File: config.mk
export PLATFORM = sky130hd
export DESIGN_NAME = encoder_selector_seq
export DESIGN_NICKNAME = d
export VERILOG_FILES = /design/src/rtl/encoder_selector_seq_pkg.sv /design/src/rtl/encoder_selector_seq_mac.sv /design/src/rtl/encoder_selector_seq.sv
export SDC_FILE = /design/constraint.sdc
export NUM_CORES = 1
export LEC_CHECK = 0
export ABC_AREA = 1
export CORE_MARGIN = 2
export CORE_UTILIZATION = 25
export CTS_CLUSTER_SIZE = 14
export DETAILED_ROUTE_END_ITERATION = 10
export DONT_BUFFER_PORTS = 1
export PLACE_DENSITY_LB_ADDON = 0.12
export SYNTH_ARGS = -nofsm -noshare
export SYNTH_HDL_FRONTEND = slang
export SYNTH_HIERARCHICAL = 1
export SYNTH_SLANG_ARGS = --single-unit
File: constraint.sdc
create_clock -name CLK -period 9.78 [get_ports CLK]
set_input_delay 0.978 -clock CLK [delete_from_list [all_inputs] [get_ports CLK]]
set_output_delay 0.978 -clock CLK [all_outputs]
set_load 0.03 [all_outputs]
File: src/rtl/encoder_selector_seq_pkg.sv
// Shared constants and types for the sequential encoder length selector.
//   FREQ_BIT / ENCODER_NUM_BIT / TOTAL_LEN_BIT : default field widths
//   DEF_LEN_TABLE : codeword lengths, entry (e,s) at [(e*NUM_SYM+s)*LEN_W +: LEN_W]
//   state_t       : selector FSM state encoding
package encoder_selector_seq_pkg;

    localparam int FREQ_BIT        = 10;
    localparam int ENCODER_NUM_BIT = 2;
    localparam int TOTAL_LEN_BIT   = 16;
    localparam int DEF_NUM_SYM     = 5;
    localparam int DEF_NUM_ENC     = 3;
    localparam int DEF_LEN_W       = 3;

    // Written MSB first: enc2 s4..s0, enc1 s4..s0, enc0 s4..s0.
    //   enc0: 1,2,3,4,4   enc1: 2,2,2,3,3   enc2: 1,3,3,3,3
    localparam logic [DEF_NUM_ENC*DEF_NUM_SYM*DEF_LEN_W-1:0] DEF_LEN_TABLE = {
        3'd3, 3'd3, 3'd3, 3'd3, 3'd1,
        3'd3, 3'd3, 3'd2, 3'd2, 3'd2,
        3'd4, 3'd4, 3'd3, 3'd2, 3'd1
    };

    typedef enum logic [1:0] {
        ST_IDLE = 2'd0,
        ST_EVAL = 2'd1,
        ST_DONE = 2'd2
    } state_t;

endpackage

File: src/rtl/encoder_selector_seq_mac.sv
// enc_len_mac: combinational total codeword length of one encoder row.
//   freq    : NUM_SYM packed symbol frequencies
//   len_row : NUM_SYM packed codeword lengths for one encoder
//   total   : sum over s of freq[s]*len_row[s], full TOT_W precision
module enc_len_mac #(
    parameter int NUM_SYM = 5,
    parameter int FREQ_W  = 10,
    parameter int LEN_W   = 3,
    parameter int TOT_W   = 16
) (
    input  logic [NUM_SYM*FREQ_W-1:0] freq,
    input  logic [NUM_SYM*LEN_W-1:0]  len_row,
    output logic [TOT_W-1:0]          total
);

    always_comb begin
        total = '0;
        for (int s = 0; s < NUM_SYM; s++) begin
            total = total + TOT_W'(freq[s*FREQ_W +: FREQ_W]) * TOT_W'(len_row[s*LEN_W +: LEN_W]);
        end
    end

endmodule

File: src/rtl/encoder_selector_seq.sv
// encoder_selector_seq: evaluates one codebook per cycle and reports the
// shortest (or a forced) codebook with its total length.
//   CLK, RST      : clock, async active-low reset
//   start         : request, sampled only in IDLE
//   freq          : per-symbol frequencies, latched with start
//   force_en/sel  : override request, latched with start
//   busy          : high whenever not IDLE
//   done          : one-cycle result-valid pulse
//   encoder_sel   : chosen encoder, held until the next done
//   best_len      : total length of encoder_sel, held until the next done
//
// state   | meaning
// --------+----------------------------------------------------------
// IDLE    | waiting for start
// EVAL    | one encoder per cycle, e = 0 .. NUM_ENC-1
// DONE    | result registered, done pulse high
module encoder_selector_seq
    import encoder_selector_seq_pkg::*;
#(
    parameter int NUM_SYM = DEF_NUM_SYM,
    parameter int NUM_ENC = DEF_NUM_ENC,
    parameter int FREQ_W  = FREQ_BIT,
    parameter int LEN_W   = DEF_LEN_W,
    parameter int ENC_W   = ENCODER_NUM_BIT,
    parameter int TOT_W   = TOTAL_LEN_BIT,
    parameter logic [NUM_ENC*NUM_SYM*LEN_W-1:0] LEN_TABLE = DEF_LEN_TABLE
) (
    input  logic                      CLK,
    input  logic                      RST,
    input  logic                      start,
    input  logic [NUM_SYM*FREQ_W-1:0] freq,
    input  logic                      force_en,
    input  logic [ENC_W-1:0]          force_sel,
    output logic                      busy,
    output logic                      done,
    output logic [ENC_W-1:0]          encoder_sel,
    output logic [TOT_W-1:0]          best_len
);

    localparam int ROW_W = NUM_SYM * LEN_W;

    state_t                    state_q, state_d;
    logic [ENC_W-1:0]          e_q;
    logic [NUM_SYM*FREQ_W-1:0] freq_q;
    logic                      force_en_q;
    logic [ENC_W-1:0]          force_sel_q;
    logic [TOT_W-1:0]          min_q, min_d;
    logic [ENC_W-1:0]          min_idx_q, min_idx_d;
    logic [TOT_W-1:0]          force_len_q, force_len_d;
    logic [ROW_W-1:0]          row;
    logic [TOT_W-1:0]          len_e;
    logic                      last_enc;
    logic                      forced;

    // One MAC, time-shared across encoders by selecting the row for e.
    assign row      = LEN_TABLE[int'(e_q)*ROW_W +: ROW_W];
    assign last_enc = (int'(e_q) == NUM_ENC - 1);
    // An out-of-range forced index falls back to the argmin result.
    assign forced   = force_en_q && (int'(force_sel_q) < NUM_ENC);

    enc_len_mac #(
        .NUM_SYM (NUM_SYM),
        .FREQ_W  (FREQ_W),
        .LEN_W   (LEN_W),
        .TOT_W   (TOT_W)
    ) u_mac (
        .freq    (freq_q),
        .len_row (row),
        .total   (len_e)
    );

    // Strict less-than keeps the lowest index on ties.
    always_comb begin
        min_d       = min_q;
        min_idx_d   = min_idx_q;
        force_len_d = force_len_q;
        if ((e_q == '0) || (len_e < min_q)) begin
            min_d     = len_e;
            min_idx_d = e_q;
        end
        if (e_q == force_sel_q) begin
            force_len_d = len_e;
        end
    end

    always_comb begin
        state_d = state_q;
        busy    = 1'b0;
        case (state_q)
            ST_IDLE: if (start) state_d = ST_EVAL;
            ST_EVAL: begin
                busy = 1'b1;
                if (last_enc) state_d = ST_DONE;
            end
            ST_DONE: begin
                busy    = 1'b1;
                state_d = ST_IDLE;
            end
            default: state_d = ST_IDLE;
        endcase
    end

    always_ff @(posedge CLK or negedge RST) begin
        if (!RST) state_q <= ST_IDLE;
        else      state_q <= state_d;
    end

    always_ff @(posedge CLK or negedge RST) begin
        if (!RST) begin
            e_q         <= '0;
            freq_q      <= '0;
            force_en_q  <= 1'b0;
            force_sel_q <= '0;
            min_q       <= '0;
            min_idx_q   <= '0;
            force_len_q <= '0;
            done        <= 1'b0;
            encoder_sel <= '0;
            best_len    <= '0;
        end else begin
            case (state_q)
                ST_IDLE: begin
                    done <= 1'b0;
                    if (start) begin
                        freq_q      <= freq;
                        force_en_q  <= force_en;
                        force_sel_q <= force_sel;
                        e_q         <= '0;
                    end
                end
                ST_EVAL: begin
                    min_q       <= min_d;
                    min_idx_q   <= min_idx_d;
                    force_len_q <= force_len_d;
                    // Results are registered on the edge into DONE so they
                    // are valid for the whole done cycle.
                    if (last_enc) begin
                        done        <= 1'b1;
                        encoder_sel <= forced ? force_sel_q : min_idx_d;
                        best_len    <= forced ? force_len_d : min_d;
                    end else begin
                        e_q <= e_q + ENC_W'(1);
                    end
                end
                default: done <= 1'b0;
            endcase
        end
    end

endmodule

==> results of run 1 <==
worst min-delay path by stage:
| stage | cells past startpoint | start | endpoint |
|---|---|---|---|
| after floorplan | 2 | min_idx_q[0] | min_idx_q[0] |
| after global placement | 2 | force_len_q[6] | force_len_q[6] |
| after detailed placement | 2 | min_idx_q[0] | min_idx_q[0] |
| after CTS | 0 | RST | min_idx_q[0] |
| after global routing | 0 | RST | freq_q[33] |
| final | 0 | RST | freq_q[33] |
kinds of logic (layout without fill, tap and decap cells):
kind of cell             Yosys count  in the layout  synth area share, %
AO/OA/AOI/OAI                     60             60                 3.07
XOR/XNOR                           6              6                0.513
adder cells (fa/ha/maj)          182            182                 31.4
buffers and inverters            340            325                 12.9
flip-flops                       110            110                 26.9
multiplexers                      66             66                 7.08
other                              1              3               0.0366
AND/OR/NAND/NOR                  461            461                 18.1
Yosys cell counts:
master,count,area (um^2)
buf_6,2,22.5
xor2_1,5,43.8
buf_2,9,45.0
mux2i_1,15,150
o21ai_0,36,180
o22ai_1,1,6.26
mux2_2,51,574
inv_1,300,1130
dfrtp_1,110,2750
and2_1,1,6.26
a21oi_1,18,90.1
nand2_2,8,50.1
nor2_1,15,56.3
nand4_1,4,25.0
o21a_1,1,7.51
buf_8,1,15.0
clkbuf_1,24,90.1
inv_2,1,3.75
ha_1,57,713
nand2_4,2,22.5
nand2_1,378,1420
o21ai_1,1,5.00
clkinv_1,1,3.75
o21ai_2,2,17.5
conb_1,1,3.75
xnor2_1,1,8.76
fa_1,125,2500
nor3_1,2,10.0
buf_4,1,7.51
buf_1,1,3.75
or2_2,1,6.26
nand3_1,48,240
nand3_2,2,20.0
a211oi_1,1,7.51
flip-flops by register name (all words and copies together) (netlist names):
signal and count:
min_idx_q 2, force_len_q 16, e_q 2, force_sel_q 2, min_q 16, best_len 16
state_q 2, freq_q 50, encoder_sel 2, force_en_q 1, done 1
cells in the final DEF, fill, tap and decap left out, types with 7 or more instances in the layout:
cell type and count:
nand2_1 377, o21ai_0 36, dfrtp_1 110, nor2_1 15, nand2_2 9, ha_1 57, buf_4 7, nand3_1 48
mux2_2 51, clkbuf_16 9, a21oi_1 18, inv_1 300, fa_1 125, mux2i_1 15
metrics by stage:
step	hold slack [ns]	area (um^2)	utilization, %	cells	worst slack, ns
after floorplan	0.449	10200	-	1228	2.87
after global placement	0.468	10800	26.5	1729	1.81
after detailed placement	0.469	10800	26.5	1729	1.76
after CTS	0.246	11100	27.3	1745	1.73
after global routing	0.253	11100	27.3	1745	1.22
final	0.279	11100	27.3	1745	1.81
per-layer routing:
layer | up-vias | GRT usage, % | share of wire, %
li1 | 3562 | - | -
met1 | 3453 | 18.1 | 49
met2 | 88 | 21.7 | 46
met3 | 13 | 2.44 | 3.5
met4 | 0 | 3.90 | 1.4
met5 | - | 0 | 0
cell type report:
type / instances / area share [%]
clock buffer: 11 / 2.19
clock inverter: 5 / 0.598
inverter: 302 / 10.2
multi-input combinational: 778 / 55.7
timing repair buffer: 7 / 0.474
tap: 532 / 6.00
sequential: 110 / 24.8
==> flow_metrics.tcl, run 1 <==
set metrics [dict create \
    dp_hpwl_mm 19.4 \
    area_delta_synth_final_pct 8.34 \
    hold_viol 0 \
    ys_seq_area_share_pct 26.9 \
    endpoint "min_q[3]" \
    grt_overflow 0 \
    cts_tree "built" \
    max_freq_mhz 126 \
    clk_transition_reported_paths_ns 0.09 \
    vias 7116 \
    regArea_mm2 0.00275 \
    root_buffer "clkbuf_16" \
    grt_usage_pct 13.4 \
    drt_first_pass_iters 4 \
    hold_buffers 0 \
    viasPerCell 4.08 \
    critPathLaunch "e_q[0]" \
    antenna_cells 0 \
    syn_area_per_cell_um2 8.35 \
    drv_cap 0 \
    worst-path-stages 35 \
    cp_max_fo 20 \
    n_fill_cell 4427 \
    multiInputGateArea_mm2 0.00618 \
    die_w_um 206 \
    r2r_slack_ns 1.81 \
    skew_ns 0.0162 \
    max_stage_delay_ns 0.54 \
    grt_pass1_wl_mm 42.8 \
    arrival_ns 8.29 \
    routed_wl_mm 25.8 \
    ys_warn_count 6 \
    coreArea_mm2 0.0406 \
    layout_min_cycle_time_ns 7.97 \
    synth_area_mm2 0.0102 \
    first_global_vias 7547 \
    cp.required_ns 10.10 \
    syn-instance-count 1226 \
    antenna_found_initial 0 \
    r2r_start "e_q[0]" \
    cts_made_buffers 9 \
    cts_resized 0 \
    dieArea_mm2 0.0426 \
    worst_path_most_repeated_cell "inv_1" \
    critPathBufInv 9 \
    status "finished clean" \
    drt_iter0_drc 313 \
    start_util_pct 25.2 \
    htreeDepth 3 \
    r2r-end "min_q[3]" \
    drv_slew 0 \
    clock-sinks 110 \
    cpLargestDelayFamily "adder cells" \
    reg2reg_depth 35 \
    worst_path_max_delay_cell "fa_1" \
    wl_per_cell_um 14.8 \
    worstSetupPathType "flip-flop to flip-flop" \
    worst_pin_slew_ns 1.13 \
    worstHoldPathType "input pin to asynchronous set/reset pin" \
    ctsLongestPathBuffers 2 \
    gp_congestion 0.739 \
    ant_nets 0 \
    yosys_register_bits 110 \
    nNetsFinal 1446 \
    cp-start-kind "flip-flop" \
    grt_max_degree 111 \
    tns_ns 0 \
    io_buffers 0 \
    clk_latency_ns 0.40 \
    drc 0 \
    end_kind "flip-flop" \
    rsz0062_at_grt "no" \
    die_y_um 206 \
    min_period_over_period_pct 81.5 \
    drive_gt1_share_pct 7.42 \
    io-pin-count 76 \
    yosysUniqueCellTypes 34 \
    num_rows 74 \
    setup_viol 0 \
    cts_setup_buffers 0 \
    slew_headroom_pct 24.5 \
]
Power of run 1 is left out: the tool's default activity adds up to more than one toggle a clock period on the data nets, which glitch-free logic cannot reach.
==> run 2, diff against run 1 <==
==> constraint.sdc (replaced) <==
create_clock -name CLK -period 8.22 [get_ports CLK]
set_input_delay 0.822 -clock CLK [delete_from_list [all_inputs] [get_ports CLK]]
set_output_delay 0.822 -clock CLK [all_outputs]
set_load 0.03 [all_outputs]
==> flow_metrics.tcl, run 2 (synthesis results as in run 1) <==
set metrics [dict create \
    first_global_vias 7667 \
    worst_path_max_delay_cell "fa_1" \
    critPathBufInv 8 \
    reg2reg_depth 34 \
    cpLargestDelayFamily "adder cells" \
    clk_latency_ns 0.40 \
    viasPerCell 4.05 \
    regMostFlops "freq_q" \
    r2r_start "e_q[1]" \
    area_delta_synth_final_pct 8.87 \
    final_common_cell "nand2_1" \
    start_util_pct 25.2 \
    clk_transition_reported_paths_ns 0.08 \
    die_y_um 206 \
    r2r-end "encoder_sel[0]" \
    grt_max_degree 111 \
    wl_per_cell_um 14.7 \
    tns_ns 0 \
    layout_min_cycle_time_ns 7.59 \
    drt_first_pass_iters 5 \
    nNetsFinal 1450 \
    max_stage_delay_ns 0.55 \
    cts_tree "built" \
    cp.required_ns 8.55 \
    hold_buffers 0 \
    drt_iter0_drc 340 \
    end_kind "flip-flop" \
    antenna_cells 0 \
    arrival_ns 7.92 \
    status "finished clean" \
    ctsLongestPathBuffers 2 \
    min_period_over_period_pct 92.4 \
    r2r_slack_ns 0.63 \
    cts_made_buffers 9 \
    die_w_um 206 \
    setup_viol 0 \
    clock-sinks 110 \
    largest_reg_flops 50 \
    coreArea_mm2 0.0406 \
    dp_hpwl_mm 19.5 \
    gp_congestion 0.743 \
    n_fill_cell 4396 \
    slew_headroom_pct 27.1 \
    htreeDepth 3 \
    grt_pass1_wl_mm 42.8 \
    cp-start-kind "flip-flop" \
    drc 0 \
    ant_nets 0 \
    grt_usage_pct 13.4 \
    skew_ns 0.0177 \
    io_buffers 0 \
    rsz0062_at_grt "no" \
    routed_wl_mm 25.8 \
    cp_max_fo 20 \
    worstSetupPathType "flip-flop to flip-flop" \
    worst_pin_slew_ns 1.09 \
    worst_path_most_repeated_cell "nand2_1" \
    grt_overflow 0 \
    io-pin-count 76 \
    hold_viol 0 \
    drive_gt1_share_pct 7.97 \
    num_rows 74 \
    vias 7091 \
    dieArea_mm2 0.0426 \
    worstHoldPathType "input pin to asynchronous set/reset pin" \
    cts_setup_buffers 0 \
    drv_slew 0 \
    max_freq_mhz 132 \
    drv_cap 0 \
    root_buffer "clkbuf_16" \
    layout_common_cells "nand2_1, inv_1, fa_1" \
    antenna_found_initial 0 \
]
## run 2: cell types whose count changed in the layout (fill, tap and decap cells not counted)
cell	before	now
clkinv_4	1	2
ha_1	57	56
inv_1	300	299
clkbuf_1	1	0
ha_4	0	1
or2_4	0	1
buf_4	7	11
or2_2	1	0
inv_6	1	2
## run 2: through the flow
stage | instance area [um^2] | utilization [%] | setup slack, ns | std cells | hold WS (ns)
detailed placement | 10800 | 26.6 | 0.285 | 1733 | 0.467
CTS | 11100 | 27.4 | 0.239 | 1749 | 0.0886
floorplan | 10200 | - | 1.31 | 1228 | 0.449
finish | 11100 | 27.4 | 0.627 | 1749 | 0.124
global route | 11100 | 27.4 | 0.0156 | 1749 | 0.0905
global placement | 10800 | 26.6 | 0.398 | 1733 | 0.463
## run 2: cell type report
cell class / count / area (um^2) / area share [%]
tap: 532 / 666 / 5.97
clock buffer: 10 / 239 / 2.14
inverter: 302 / 1140 / 10.2
sequential: 110 / 2750 / 24.7
clock inverter: 6 / 76.3 / 0.685
multi-input combinational: 778 / 6190 / 55.6
timing repair buffer: 11 / 82.6 / 0.741
## run 2: worst max-delay path by stage
| stage | start | endpoint | slack (ns) | cells after the start |
|---|---|---|---|---|
| final | e_q[1] | encoder_sel[0] | 0.63 | 34 |
| after global routing | e_q[1] | encoder_sel[0] | 0.02 | 34 |
| after CTS | e_q[0] | encoder_sel[0] | 0.24 | 37 |
| after detailed placement | e_q[0] | best_len[7] | 0.29 | 37 |
| after global placement | e_q[0] | encoder_sel[0] | 0.40 | 37 |
| after floorplan | e_q[0] | encoder_sel[0] | 1.31 | 35 |
## run 2: repair_timing
action / 4_1_cts / 5_1_grt
endpoints found under the hold margin: 0 / 0
gates resized for setup: 0 / 4
setup endpoints to repair: 0 / 36
## run 2: per-layer routing
layer / part of all wire (%) / GRT usage (%) / vias up
li1: - / - / 3575
met5: 0 / 0 / -
met2: 46 / 21.6 / 79
met1: 48 / 18.1 / 3420
met4: 1.7 / 4.18 / 0
met3: 3.6 / 2.55 / 17
Power of run 2 is left out for the same reason.
